File: src/rtl/instruction_prefetch_unit.sv
// Instruction prefetch unit: issues in-order fetch requests into a small
// circular buffer, fills entries from in-order memory responses, and feeds
// the decode-stage registers. Redirects flush the buffer and count the
// responses that are still in flight so they can be discarded.
module instruction_prefetch_unit #(
  parameter int unsigned           WORD_WIDTH = 32,
  parameter int unsigned           ADDR_WIDTH = 32,
  parameter int unsigned           DEPTH      = 4,
  parameter logic [ADDR_WIDTH-1:0] RESET_PC   = '0
) (
  input  logic                  clk,
  input  logic                  reset,
  input  logic                  PCSrcE,
  input  logic [ADDR_WIDTH-1:0] PCTargetE,
  input  logic                  StallD,
  output logic                  imem_req_valid,
  output logic [ADDR_WIDTH-1:0] imem_req_addr,
  input  logic                  imem_req_ready,
  input  logic                  imem_resp_valid,
  input  logic [WORD_WIDTH-1:0] imem_resp_data,
  output logic [WORD_WIDTH-1:0] instrD,
  output logic [ADDR_WIDTH-1:0] PCD,
  output logic [ADDR_WIDTH-1:0] PCPlus4D,
  output logic                  validD
);

  localparam int unsigned    PW        = $clog2(DEPTH);
  localparam int unsigned    CW        = PW + 1;
  localparam logic [CW:0]    DEPTH_EXT = (CW+1)'(DEPTH);

  // Buffer storage; entries are only read once marked filled, so no reset.
  logic [ADDR_WIDTH-1:0] pc_mem   [DEPTH];
  logic [WORD_WIDTH-1:0] data_mem [DEPTH];

  logic [DEPTH-1:0]      filled_q, filled_d;
  logic [PW-1:0]         head_q, head_d;
  logic [PW-1:0]         tail_q, tail_d;
  logic [PW-1:0]         fill_ptr_q, fill_ptr_d;
  // count: filled + reserved entries; pend: reserved but unfilled entries
  logic [CW-1:0]         count_q, count_d;
  logic [CW-1:0]         pend_q, pend_d;
  // Responses still owed to requests issued before the last redirect.
  logic [CW-1:0]         drop_q, drop_d;
  logic [ADDR_WIDTH-1:0] fetch_pc_q, fetch_pc_d;

  logic [WORD_WIDTH-1:0] instr_q, instr_d;
  logic [ADDR_WIDTH-1:0] pcd_q, pcd_d;
  logic [ADDR_WIDTH-1:0] pcp4_q, pcp4_d;
  logic                  valid_q, valid_d;

  logic [CW:0]           occ_total;
  logic [CW-1:0]         outstanding;
  logic                  req_fire;
  logic                  head_ready;
  logic                  pop;
  logic                  fill;

  // Stale in-flight requests count against capacity, so the memory never
  // holds more than DEPTH requests and the drop counter cannot overflow.
  assign occ_total      = {1'b0, count_q} + {1'b0, drop_q};
  assign imem_req_valid = reset & ~PCSrcE & (occ_total < DEPTH_EXT);
  assign imem_req_addr  = fetch_pc_q;
  assign req_fire       = imem_req_valid & imem_req_ready;

  assign head_ready = (count_q != '0) & filled_q[head_q];
  assign pop        = ~PCSrcE & ~StallD & head_ready;
  assign fill       = ~PCSrcE & imem_resp_valid & (drop_q == '0) & (pend_q != '0);

  assign instrD   = instr_q;
  assign PCD      = pcd_q;
  assign PCPlus4D = pcp4_q;
  assign validD   = valid_q;

  // Next-state for pointers, counters, fetch PC and decode registers.
  always_comb begin
    filled_d    = filled_q;
    head_d      = head_q;
    tail_d      = tail_q;
    fill_ptr_d  = fill_ptr_q;
    count_d     = count_q;
    pend_d      = pend_q;
    drop_d      = drop_q;
    fetch_pc_d  = fetch_pc_q;
    instr_d     = instr_q;
    pcd_d       = pcd_q;
    pcp4_d      = pcp4_q;
    valid_d     = valid_q;
    outstanding = pend_q + drop_q;

    if (PCSrcE) begin
      // A response landing in the redirect cycle is already stale.
      if (imem_resp_valid && (outstanding != '0)) begin
        outstanding = outstanding - CW'(1);
      end
      drop_d     = outstanding;
      filled_d   = '0;
      head_d     = '0;
      tail_d     = '0;
      fill_ptr_d = '0;
      count_d    = '0;
      pend_d     = '0;
      fetch_pc_d = PCTargetE;
      valid_d    = 1'b0;
    end else begin
      if (imem_resp_valid && (drop_q != '0)) begin
        drop_d = drop_q - CW'(1);
      end
      if (pop) begin
        filled_d[head_q] = 1'b0;
        head_d           = head_q + PW'(1);
        instr_d          = data_mem[head_q];
        pcd_d            = pc_mem[head_q];
        pcp4_d           = pc_mem[head_q] + ADDR_WIDTH'(4);
        valid_d          = 1'b1;
      end else if (!StallD) begin
        valid_d = 1'b0;
      end
      if (fill) begin
        filled_d[fill_ptr_q] = 1'b1;
        fill_ptr_d           = fill_ptr_q + PW'(1);
      end
      if (req_fire) begin
        filled_d[tail_q] = 1'b0;
        tail_d           = tail_q + PW'(1);
        fetch_pc_d       = fetch_pc_q + ADDR_WIDTH'(4);
      end
      count_d = count_q + CW'(req_fire) - CW'(pop);
      pend_d  = pend_q + CW'(req_fire) - CW'(fill);
    end
  end

  // Control state and decode registers.
  always_ff @(posedge clk or negedge reset) begin
    if (!reset) begin
      filled_q   <= '0;
      head_q     <= '0;
      tail_q     <= '0;
      fill_ptr_q <= '0;
      count_q    <= '0;
      pend_q     <= '0;
      drop_q     <= '0;
      fetch_pc_q <= RESET_PC;
      instr_q    <= '0;
      pcd_q      <= '0;
      pcp4_q     <= '0;
      valid_q    <= 1'b0;
    end else begin
      filled_q   <= filled_d;
      head_q     <= head_d;
      tail_q     <= tail_d;
      fill_ptr_q <= fill_ptr_d;
      count_q    <= count_d;
      pend_q     <= pend_d;
      drop_q     <= drop_d;
      fetch_pc_q <= fetch_pc_d;
      instr_q    <= instr_d;
      pcd_q      <= pcd_d;
      pcp4_q     <= pcp4_d;
      valid_q    <= valid_d;
    end
  end

  // Buffer payload writes: PC on reservation, word on fill.
  always_ff @(posedge clk) begin
    if (req_fire) begin
      pc_mem[tail_q] <= fetch_pc_q;
    end
    if (fill) begin
      data_mem[fill_ptr_q] <= imem_resp_data;
    end
  end

endmodule

File: config.mk
export PLATFORM = sky130hd
export DESIGN_NAME = instruction_prefetch_unit
export DESIGN_NICKNAME = d
export VERILOG_FILES = /design/src/rtl/instruction_prefetch_unit.sv
export SDC_FILE = /design/constraint.sdc
export NUM_CORES = 1
export LEC_CHECK = 0
export BUFFER_PORTS_ARGS = -buffer_cell sky130_fd_sc_hd__buf_4
export CORE_UTILIZATION = 35
export CTS_CLUSTER_DIAMETER = 50
export DETAILED_ROUTE_END_ITERATION = 10
export HOLD_SLACK_MARGIN = 0.03
export SYNTH_ARGS = -nofsm -noshare
export SYNTH_HDL_FRONTEND = slang
export SYNTH_SLANG_ARGS = --single-unit
File: constraint.sdc
create_clock -name clk -period 5.8 [get_ports clk]
set_input_delay 0.29 -clock clk [delete_from_list [all_inputs] [get_ports clk]]
set_output_delay 0.29 -clock clk [all_outputs]
set_load 0.03 [all_outputs]
# Word-level counts from Yosys, hierarchy flattened
# Memory sizes are Yosys's and may differ from the RTL's. A register that Yosys moved wholly into a read port is not among the register bits.
# Index checks and enable logic that the tools add are counted.
# word_totals
regBits	116
ram_bits	256
inputBits	70
out_inout_bits	130
word_cells	100
memories	2
# mem_list
name	depth	word_bits	rd	rd_clocked_by_memory_dff	write_ports	line_no	source
data_mem	4	32	1	1	1	33	logic [WORD_WIDTH-1:0] data_mem [DEPTH];
pc_mem	4	32	1	0	1	32	logic [ADDR_WIDTH-1:0] pc_mem [DEPTH];
# op_classes
n_addsub	13
n_lt_le_gt_ge	7
n_eq_ne	1
mux	34
bitwise	16
n_reduce_logical	16
# ops
operator	n
32-bit by 3-bit adder with 32-bit output (second input constant)	2
32-bit two-way mux	2
4-bit two-way mux	6
3-bit two-way mux	5
2-bit two-way mux	6
3-bit nonzero test	4
1-bit two-way mux	11
1-bit bitwise AND	9
2-bit by 3-bit < comparator with 1-bit output (second input constant)	3
4-bit bitwise AND	2
4-bit inverter	2
2-bit nonzero test	4
2-bit by 1-bit adder with 2-bit output (second input constant)	3
3-bit by 1-bit adder with 3-bit output	2
1-bit demux with 2-bit select	3
2-bit by 1-bit greater-or-equal comparator with 1-bit output (second input constant)	3
3-bit by 1-bit subtractor with 3-bit output	2
3-bit by 1-bit subtractor with 3-bit output (second input constant)	2
1-bit logical AND	5
3-bit by 3-bit adder with 4-bit output	1
4-bit by 3-bit < comparator with 1-bit output (second input constant)	1
4-bit bitwise OR	1
3-bit adder	1
3-bit zero test	1
other kinds (5)	6

# Logic depth before layout (Yosys ltp)
# logic_depth
depth_word	14
depth_mapped	14
mapped_depth_nobuf	12

# Least setup slack after synthesis
# No wires, ideal clock.
# synth_path
kind	register -> register
start	register drop_q[2]
end	memory pc_mem[0][0], enable pin
setup_ps	393
arrival_time_ps	2445
required_time_ps	5407
setup_slack_ps	2962
stages_incl_launch_ff	7
n_path_buf	2
period_less_slack_ps	2838
cell_sequence	dfrtp_1 ha_1 nor4b_1 and4_1 clkbuf_1 clkbuf_1 and2_1
# synth_via
elab_chain_len	6
# synth_rtl
item	line_no	source
start: declaration	43	logic [CW-1:0] drop_q, drop_d;
start signal: assignment	154	drop_q <= drop_d;
3-bit by 3-bit adder with 4-bit output	60	assign occ_total = {1'b0, count_q} + {1'b0, drop_q};
4-bit by 3-bit < comparator with 1-bit output	61	assign imem_req_valid = reset & ~PCSrcE & (occ_total < DEPTH_EXT);
1-bit bitwise AND	61	
1-bit bitwise AND	63	assign req_fire = imem_req_valid & imem_req_ready;
1-bit two-way mux	165	if (req_fire) begin
1-bit two-way mux (implied by the code)	166	pc_mem[tail_q] <= fetch_pc_q;
end: declaration	32	
# No other way between the ends.

# Worst setup path after layout
# layout_path
start	register head_q[1]
end	register count_q[2]
# layout_via
elab_chain_len	6
# layout_rtl
item	line_no	source
start: declaration	36	logic [PW-1:0] head_q, head_d;
start signal: assignment	136	head_q <= '0;
start signal: assignment	149	head_q <= head_d;
1-bit binary-select mux with 2-bit select	65	assign head_ready = (count_q != '0) & filled_q[head_q];
1-bit two-way mux (implied by the code)	65	
1-bit bitwise AND	65	
1-bit bitwise AND	66	assign pop = ~PCSrcE & ~StallD & head_ready;
3-bit by 1-bit subtractor with 3-bit output	127	count_d = count_q + CW'(req_fire) - CW'(pop);
3-bit two-way mux	90	if (PCSrcE) begin
net count_d[2]	40	logic [CW-1:0] count_q, count_d;
end signal: assignment	152	count_q <= count_d;
end: declaration	40	
# The timed path passes the listed nets, and every way through them passes these cells. The select of a mux whose other input is x is not followed.
# A chain may end at the register's enable or synchronous reset.

==> metrics.csv <==
stage;metric;value;unit
finish;most frequent cells in the layout;288 x nand2_1, 256 x edfxtp_1, 214 x buf_4;
setup_path;R2R Path Start;head_q[1];
grt;number of global-route vias before repair;10500;
yosys;EDFF count, synth;256;
placed_design;Post-DP Area;18600;sq um
pwr;Leak;8.40;nW
yosys;syn nets;1235;
sta;Fin Hold WS;0.190;ns
route;drt pass-1 iters;4;
setup_path;WS Path Type;flop to flop;
worst_hold_path;Hold Path Class;primary input to asynchronous set/reset pin;
sta;Tcrit/Tclk final;0.548;
setup_path;CP startpoint kind;flop;
pwr;pwr dens;327;nW/um^2
die;Die Area;48200;sq um
grt;grt ovf;0;
setup_path;Worst Setup SP;head_q[1];
placed_design;Post-DP HPWL;24.5;mm
setup_path;WP data required;6.24;ns
sta;Hold Vio Cnt, Final;0;
die;# rows;79;
yosys;Ys Warns;0;
finish;sequential cell area;11300;sq um
clocking;Max Buffers Root-to-Sink;3;
setup_path;crit path cell chain;buf_4, mux2_1, a21oi_1, or4_4, inv_2, ha_1, inv_1, ha_1, inv_1, fa_1, xnor2_1, nor2_1;
clocking;post-CTS setup buffers;0;
placed_design;GP Congestion;0.798;
status;status;complete, no violations;
yosys;post-synthesis average cell area;14.6;sq um
grt;total track usage;0.164;
finish;Final Cell Area;21000;sq um
grt;largest net degree at the start of global routing;94;
grt;first-pass GRT wire length;59.8;mm
placed_design;# port buffers;199;
route;DR vias;10200;
sta;max frequency;0.315;GHz
clocking;post-CTS resize count;0;
setup_path;CP Depth;12;
setup_path;CP peak stage delay;0.47;ns
setup_path;CP max stage cell;or4_4;
finish;area of the multi-input gates;4770;sq um
die;Initial Utilization;0.356;
clocking;Root Buffer Master;clkbuf_16;
route;DR WL/cell;18.8;um
clocking;Clock Sinks;402;
setup_path;endpoint class of the critical path;flop;
sta;Worst Skew;0.0170;ns
die;core area;46600;sq um
setup_path;r2r worst-path depth;12;
yosys;Post-Syn Instances;1137;
finish;share of cells above drive strength 1;0.249;
clocking;clk slew on worst S/H paths;0.06;ns
die;die width;219;um
clocking;cts bufs inserted;50;
pwr;Worst VDD drop;0.000217;V
yosys;fraction of registers with async set/reset;0.363;
setup_path;CP Max Fanout;38;
setup_path;CP endpoint;count_q[2];
route;DRT iter0 DRCs;739;
die;Ports;200;
clocking;clock latency at the later pin of the worst-skew pair;0.58;ns
setup_path;CP bufs+invs;4;
finish;nets@finish;1517;
clocking;TritonCTS clock tree;built;
run;MaxCap Viol Count;0;
finish;number of fill cells in the layout;4202;
setup_path;FF-to-FF End;count_q[2];
sta;Slew Limit Fails;0;
clocking;hold-fix buffers at CTS;67;
yosys;ys flop type;edfxtp_1;
finish;ANT cells;0;
route;Via density;4.94;
sta;Slew @ Worst Pin;0.946;ns
grt;initial antenna violation count;1;
finish;most common cell after layout, fill and taps aside;nand2_1;
sta;Setup-failing EPs final;0;
yosys;cell area after synthesis;16600;sq um
sta;slew margin rel.;0.367;
clocking;H-tree Lvls;2;
finish;area delta synth->final;26.6;%
yosys;Yosys reg bits;402;
route;final WL;38.9;mm
setup_path;Top delay family on crit path;adder cells;
yosys;Netlist cell types;61;
die;Die Span Y;219;um
yosys;post-synthesis sequential area ratio;0.685;
route;number of remaining DRC errors;0;
sta;setup TNS;0;ns
setup_path;worst reg2reg setup slack;2.62;ns
setup_path;crit path DAT;3.62;ns
route;Detail Route Antenna Nets;0;
sta;min Tclk post-route;3.18;ns
sta;RSZ-0062 raised after global routing;false;
-- cell type report --
type                       count  share of cell area
inverter                      32             0.00573
clock buffer                  63              0.0650
sequential                   402               0.541
timing repair buffer         282               0.109
clock inverter                30              0.0145
multi-input combinational    651               0.228
tap                          607              0.0362
-- cells by family (layout without fill, tap and decap cells) --
kind of cell / after synthesis / in the layout / share of synthesized area
AOI/OAI and AO/OA: 115 / 115 / 0.0429
adders and majority gates: 28 / 28 / 0.0225
xor gates and xnor gates: 38 / 38 / 0.0201
DFF: 402 / 402 / 0.685
buffers and inverters: 84 / 407 / 0.0267
and+or+nand+nor: 399 / 399 / 0.108
muxes: 71 / 71 / 0.0946
-- through the flow --
step / setup WS [ns] / util / power [W] / cells
after floorplan: 2.96 / - / 0.00356 / 1137
after global placement: 2.53 / 0.400 / 0.00380 / 1907
after detailed placement: 2.51 / 0.400 / 0.00381 / 1907
after CTS: 2.57 / 0.450 / 0.00694 / 2067
after global routing: 2.40 / 0.450 / 0.00711 / 2067
final: 2.62 / 0.450 / 0.00685 / 2067
-- power breakdown --
| group | internal (W) | leakage, nW | switching (W) | total [W] |
|---|---|---|---|---|
| registers | 0.00315 | 4.25 | 0.000121 | 0.00327 |
| clock network | 0.00183 | 0.814 | 0.00124 | 0.00306 |
| logic | 0.000216 | 3.34 | 0.000302 | 0.000518 |
-- worst min-delay path by stage --
stage	startpoint	end	slack, ns	cells after the start
after detailed placement	reset	PCD[13]	0.22	1
final	reset	PCD[13]	0.19	2
after global routing	reset	PCD[16]	0.20	2
after CTS	reset	imem_req_addr[19]	0.17	2
after floorplan	reset	PCD[0]	-0.006	0
after global placement	reset	PCD[13]	0.22	1
-- layer usage --
metal	track usage	share of wire	vias to the layer above	wire length [um]
met5	0	0	-	0
met3	0.0293	0.045	58	1740
li1	-	-	4745	-
met4	0.0479	0.019	0	741
met2	0.260	0.47	246	18400
met1	0.229	0.46	5165	18000
-- state kept, by name, indices dropped and copies added, names as in the netlist --
register	flops
tail_q	2
filled_q	4
fill_ptr_q	2
instrD	32
validD	1
pc_mem	128
imem_req_addr	32
drop_q	3
count_q	3
pend_q	3
PCD	32
head_q	2
PCPlus4D	30
data_mem	128
-- synthesized netlist by cell type, types with 20 or more instances --
cell type,n,area share
clkbuf_1,31,0.0070
dfrtp_1,146,0.22
edfxtp_1,256,0.46
ha_1,25,0.019
inv_1,30,0.0068
mux4_2,51,0.069
nand2_1,288,0.065
nand3_1,29,0.0088
nor2_1,23,0.0052
o21ai_0,42,0.013
o21ai_1,20,0.0060
xor2_1,23,0.012
Note: power is estimated with default switching activity, not from simulation.
